`src/rtl/mips_pkg.sv`:
```
// mips_pkg: shared datapath widths, register-file constants and word/address types
package mips_pkg;
    localparam int DATA_W   = 32;
    localparam int ADDR_W   = 5;
    localparam int NUM_REGS = 32;
    localparam logic [4:0] REG_ZERO = 5'd0;
    typedef logic [31:0] word_t;
    typedef logic [4:0]  reg_addr_t;
endpackage

```
`src/rtl/reg_file.sv`:
```
// reg_file: 32-entry MIPS register file, two combinational read ports, one synchronous write port, $0 hardwired to zero.
// Build option: define REGFILE_BYPASS_EN to forward a same-cycle write to the read ports (write-through).
module reg_file
    import mips_pkg::*;
#(
    parameter int DATA_W   = mips_pkg::DATA_W,
    parameter int ADDR_W   = mips_pkg::ADDR_W,
    parameter int NUM_REGS = mips_pkg::NUM_REGS
) (
    input  logic              clk,
    input  logic              rst_n,
    input  logic [ADDR_W-1:0] rd_addr1,
    input  logic [ADDR_W-1:0] rd_addr2,
    output logic [DATA_W-1:0] rd_data1,
    output logic [DATA_W-1:0] rd_data2,
    input  logic              reg_write,
    input  logic [ADDR_W-1:0] wr_addr,
    input  logic [DATA_W-1:0] wr_data
);
    logic [DATA_W-1:0] regs_q [NUM_REGS];
    logic              wr_en;

    // An unknown or zero address never qualifies, so entry 0 stays at its reset value of zero.
    assign wr_en = reg_write && (wr_addr != '0);

    // Register array: cleared asynchronously, written on the rising edge when enabled.
    always_ff @(posedge clk or negedge rst_n) begin
        if (!rst_n) begin
            for (int k = 0; k < NUM_REGS; k++) regs_q[k] <= '0;
        end else if (wr_en) begin
            regs_q[wr_addr] <= wr_data;
        end
    end

    // Read port 1: address 0 reads zero; optional forwarding of the in-flight write.
    always_comb begin
        rd_data1 = (rd_addr1 == '0) ? '0 : regs_q[rd_addr1];
`ifdef REGFILE_BYPASS_EN
        if (wr_en && (rd_addr1 == wr_addr)) rd_data1 = wr_data;
`endif
    end

    // Read port 2: same structure as port 1.
    always_comb begin
        rd_data2 = (rd_addr2 == '0) ? '0 : regs_q[rd_addr2];
`ifdef REGFILE_BYPASS_EN
        if (wr_en && (rd_addr2 == wr_addr)) rd_data2 = wr_data;
`endif
    end
endmodule

```
`config.mk`:
```
export PLATFORM = sky130hd
export DESIGN_NAME = reg_file
export DESIGN_NICKNAME = d
export VERILOG_FILES = /design/src/rtl/mips_pkg.sv /design/src/rtl/reg_file.sv
export SDC_FILE = /design/constraint.sdc
export NUM_CORES = 2
export LEC_CHECK = 0
export CAP_MARGIN = 0
export CORE_MARGIN = 5
export CORE_UTILIZATION = 40
export DETAILED_ROUTE_END_ITERATION = 8
export SLEW_MARGIN = 10
export SYNTH_ARGS = -nofsm -noshare
export SYNTH_HDL_FRONTEND = slang
export SYNTH_SLANG_ARGS = --single-unit
```
`constraint.sdc`:
```
create_clock -name clk -period 3.2 [get_ports clk]
set_input_delay 0.64 -clock clk [delete_from_list [all_inputs] [get_ports clk]]
set_output_delay 0.64 -clock clk [all_outputs]
set_load 0.01 [all_outputs]
```
Word level (Yosys, flattened, before mapping):

Cells that the tools add are included.

* $lt $le $gt $ge: 4
* muxes and demuxes: 11
* bitwise logic cells: 3
* reductions and logical operators: 5

Operator list (number)
* bitwise mux 1024 bit: 1
* binary-select mux 32 bit (select 5 bit): 2
* 2-to-1 mux 32 bit: 7
* demux 32 bit (select 5 bit): 1
* greater-or-equal comparator 6 bit, second input constant: 3
* NOT 5 -> 6 bit: 3
* zero test 5 bit: 2
* < comparator 6 x 1 -> 1 bit, second input constant: 1
* nonzero test 5 bit: 1
* logical AND 1 bit: 2

* logic and storage cells: 55
* output and inout bits: 64
* bits of input ports: 50
* register bits after elaboration: 1024

Depth between registers and ports, before layout:

* depth in word-level cells: 6
* gate-level depth with buffers: 7
* depth with buffers taken out: 4

Worst setup path before layout:

Ideal clock, no wire load.

* path type: input -> output
* from: input rd_addr1[0]
* to: output rd_data1[0]
* data required time: 2.560 ns
* cell stages on the path: 7
* slack: 0.480 ns
* arrival: 2.080 ns
* path buffers: 3
* cells stage by stage: buf_2 -> inv_1 -> buf_2 -> buf_2 -> nor2_1 -> a22oi_1 -> a311oi_1

* longest elaborated chain between the ends: 5
* elaborated cells on any way between the ends: 6
* classes of those cells: 4 x mux; 1 x bitwise; 1 x reduce/logical

Ends and longest elaborated chain
* from (decl): RTL line reg_file.sv:12 `input logic [ADDR_W-1:0] rd_addr1,`
* NOT 5 -> 6 bit (implied by the code): RTL line reg_file.sv:37 `rd_data1 = (rd_addr1 == '0) ? '0 : regs_q[rd_addr1];`
* binary-select mux 32 bit (select 5 bit): RTL line reg_file.sv:37
* 2-to-1 mux 32 bit (implied by the code) (2 in a row): RTL line reg_file.sv:37
* 2-to-1 mux 32 bit *: RTL line reg_file.sv:37
* to (decl): RTL line reg_file.sv:14 `output logic [DATA_W-1:0] rd_data1,`

Every way passes the cells marked *; elsewhere a longest branch is shown, timed or not. The select of a mux whose other input is x is not followed.

Final worst setup path:

* from: input rd_addr1[1]
* to: output rd_data1[15]

Same word-level chain as after synthesis.

==> summary.txt <==
PLACE
-------------------------------------------------------------------------------------
Cell total after placement .............................................         5564
Post-DP Area ...........................................................  0.0615 mm^2
Placed wire-length estimate ............................................       118 mm
Count of buffers from port buffering ...................................          113
Minimum setup slack after placement ....................................    -0.929 ns
Last weighted congestion value of the routability-driven placer ........        0.819

GLOBAL ROUTING
-------------------------------------------------------------------------------------
Global routing usage on met2 ...........................................        0.447
Met3 track demand over resource in global routing ......................       0.0454
Met1 demand-to-capacity share in global routing ........................        0.358
Global routing's busiest layer .........................................         met2
First-pass GRT wire length .............................................       283 mm
Vias in the first global route .........................................        38.3k
Largest net degree at the start of global routing ......................           82
GRT Overall Usage ......................................................        0.273
GRT Residual Overflow ..................................................            0
Number of antenna violations at the first check in global routing ......            9

FINAL LAYOUT
-------------------------------------------------------------------------------------
Registers with the most flip-flops ..................................... regs_q: 1024 flops
Filler instances .......................................................        11.3k
Highest-count cells in the layout ignoring fill and taps ............... sky130_fd_sc_hd__mux2_2 (1038), sky130_fd_sc_hd__dfrtp_1 (1024), sky130_fd_sc_hd__mux4_2 (448)
Fin cells ..............................................................         5883
Growth of design area from synthesis to finish .........................        25.7%
Design area ............................................................  0.0684 mm^2
Fraction of final layout cells with drive strength greater than 1 ......        0.622
Max FFs per register ...................................................         1024
Most frequent standard cell in the layout excluding fill and tap cells . sky130_fd_sc_hd__mux2_2
Reg with most FFs ......................................................       regs_q
Nets@finish ............................................................         4055

STA
-------------------------------------------------------------------------------------
Final sum of negative setup slack ......................................   -0.0123 ns
Share of the clock period used by the worst path after layout ..........         1.00
Final Setup Violations .................................................            1
Unrepaired setup endpoints after global routing ........................         true
Slew at the pin closest to its max-slew limit ..........................      1.10 ns
Shortest period the worst path allows ..................................      3.21 ns
Maximum clock frequency ................................................      311 MHz
Final worst setup slack ................................................   -0.0123 ns
Clock skew after layout ................................................         0 ns
Final Hold Violating Endpoints .........................................            0
Rel. slew slack ........................................................        0.265
Number of max-slew violations in the final report ......................            0

FLOORPLANNING
-------------------------------------------------------------------------------------
Initial core utilization ...............................................        0.402
Placeable Area .........................................................   0.135 mm^2
Height of the chip .....................................................       379 um
Number of I/O pins .....................................................          114
Die area ...............................................................   0.143 mm^2
Chip Width .............................................................       379 um
Placement row count ....................................................          135

LOGIC SYNTHESIS
-------------------------------------------------------------------------------------
Synth Cell Area ........................................................  0.0544 mm^2
Synth Warn # ...........................................................            0
Flops & latches, synth .................................................         1024
Cell variety after synth ...............................................           35
Post-synthesis sequential area ratio ...................................        0.471
Syn Nets ...............................................................         3671
Gate count of the mapped netlist .......................................         3621
Synthesized area divided by synthesized cell count .....................    15.0 um^2

STATUS
-------------------------------------------------------------------------------------
Violated checks ........................................................ negative setup slack
Result of the run ...................................................... complete, but fails checks

SETUP PATH
-------------------------------------------------------------------------------------
Sequence of cells on the critical path ................................. buf_12, buf_12, buf_16, buf_8, or4_4, buf_12, buf_4, o21ai_2, a311oi_1, buf_4, buf_2
CP dominant cell by count .............................................. sky130_fd_sc_hd__buf_12
Endpoint arrival time on the critical path .............................      2.57 ns
Sort of element at the start of the critical path ......................   input port
Cell with the largest stage delay on the worst path .................... sky130_fd_sc_hd__or4_4
Max incr delay on CP ...................................................      0.55 ns
Crit path required time ................................................      2.56 ns
Critical Setup Path Class .............................................. input port to primary output
Critical path peak fanout ..............................................            7
Critical path buffer and inverter count ................................            8
Endpoint type of the worst setup path .................................. primary output
Family with the most delay on the worst path ........................... buffers and inverters

CTS
-------------------------------------------------------------------------------------
CTS Buf Count ..........................................................          113
Maximum number of buffers from clock root to sink ......................            3
CTS root buf ........................................................... sky130_fd_sc_hd__clkbuf_16
Reg clk slew, reported paths ...........................................      0.06 ns
Clock network latency to the later pin of the worst-skew pair ..........      0.73 ns
Clock net sink count ...................................................         1024
TritonCTS clock tree ...................................................         done
Maximum level of the CTS H-tree ........................................            3

PWR
-------------------------------------------------------------------------------------
Total power divided by cell area .......................................  585 mW/mm^2
Clk pwr share ..........................................................        0.346
Portion of total power attributed to sequential cells ..................        0.431
Net load switching power ...............................................      11.0 mW
Int Pwr ................................................................      29.0 mW
Worst voltage drop across the vdd grid .................................     0.442 mV
Leakage power figure ...................................................      29.5 nW
Sw frac ................................................................        0.274
Combinational fraction of design power .................................        0.223

RUN
-------------------------------------------------------------------------------------
Max-cap violations .....................................................            0

ROUTE
-------------------------------------------------------------------------------------
DRC violation total after the first TritonRoute iteration ..............         3738
DRC errors left ........................................................            0
Overall via count from detail_route ....................................        36.9k
Vias per inst ..........................................................         6.27
Total detailed-routing wirelength ......................................       194 mm
Post-DRT Antenna Nets ..................................................            0
Number of iterations in the first detailed-routing pass ................            5
Routed length per placed instance ......................................      33.0 um

WORST HOLD PATH
-------------------------------------------------------------------------------------
Min-Delay Path Class ................................................... register to register

[power groups by stage]
stage	combinational [mW]	clock, mW	sequential, mW
2_1_floorplan	5.74	0	16.7
3_3_place_gp	8.12	0	17.3
3_5_place_dp	8.26	0	17.4
4_1_cts	8.84	14.0	17.2
5_1_grt	9.47	14.5	17.5
6_report	8.90	13.8	17.2
[metal layers]
metal / vias up / wire [um]
met2: 1411 / 94000
met5: - / 31
li1: 14900 / -
met4: 4 / 9590
met1: 20200 / 77700
met3: 398 / 12700
[cell usage after synthesis (all sizes together)]
library cell  instances  area share
a311oi               64       0.010
nand2b                5     0.00058
or3                   3     0.00035
o2111ai              18      0.0029
mux2i               128       0.024
and3                  1     0.00012
mux4                448        0.19
nand4                 1     0.00012
nand4b                3     0.00048
nor4                  1     0.00023
or4                   2     0.00028
or2                   2     0.00023
dfrtp              1024        0.47
nand2                49      0.0034
nor2                 19      0.0013
a211oi               64      0.0088
nor3                  3     0.00028
nor3b                 2     0.00028
a22oi                64      0.0088
inv                   2     0.00014
and2                  2     0.00023
nor2b                71      0.0082
nand3                 1    0.000092
clkbuf              225       0.016
mux2               1056        0.22
o21ai               110       0.010
buf                 207       0.021
a221oi               46      0.0074
[path summary, 6_finish.rpt]
kind                                   start           end  slack, ns  cells past startpoint
worst min register to register  regs_q[1013]  regs_q[1013]       0.39                      0
worst max register to register   regs_q[962]   regs_q[962]       2.29                      2
worst max-delay path             rd_addr1[1]  rd_data1[15]      -0.01                     11
min in group asynchronous              rst_n   regs_q[153]       0.46                      2
max in group asynchronous              rst_n   regs_q[165]       1.73                      4
worst min-delay path            regs_q[1013]  regs_q[1013]       0.39                      0
[logic make-up after synthesis]
family | count (synthesis) | share of synthesized area
buf+inv | 434 | 0.0363
mux | 1632 | 0.428
compound gates | 366 | 0.0484
simple gates | 165 | 0.0161
flops | 1024 | 0.471
[worst reg2reg max path, delay by kind of cell (launching register included)]
| kind | cells | cell delay [ns] |
|---|---|---|
| buf+inv | 1 | 0.14 |
| mux | 1 | 0.26 |
| flops | 1 | 0.39 |
[through the flow]
| stage | power, mW | utilization | hold WS (ns) |
|---|---|---|---|
| after global routing | 41.5 | 0.505 | 0.408 |
| after CTS | 40.0 | 0.503 | 0.397 |
| final | 40.0 | 0.505 | 0.395 |
| after global placement | 25.4 | 0.455 | 0.379 |
| after detailed placement | 25.6 | 0.455 | 0.383 |
| after floorplan | 22.5 | - | 0.344 |
[area by class of cell]
class,instances,area (um^2),share of cell area
Antenna cell,5,12.5,0.000183
Clock buffer,172,3410,0.0499
Clock inverter,35,512,0.00749
Inverter,2,15.0,0.000220
Multi-Input combinational cell,2164,28200,0.413
Sequential cell,1024,25600,0.375
Tap cell,1781,2230,0.0326
Timing Repair Buffer,700,8330,0.122
[repair_timing]
item | 4_1_cts | 5_1_grt
pin swaps | 49 | 15
hold endpoints to repair | 28 | 0
setup buffers | 110 | 15
setup endpoints to repair | 64 | 33
hold buffers | 1 | 0
gates resized for setup | 549 | 48
cloned | 21 | 0
Note: power is estimated with default switching activity, not from simulation.
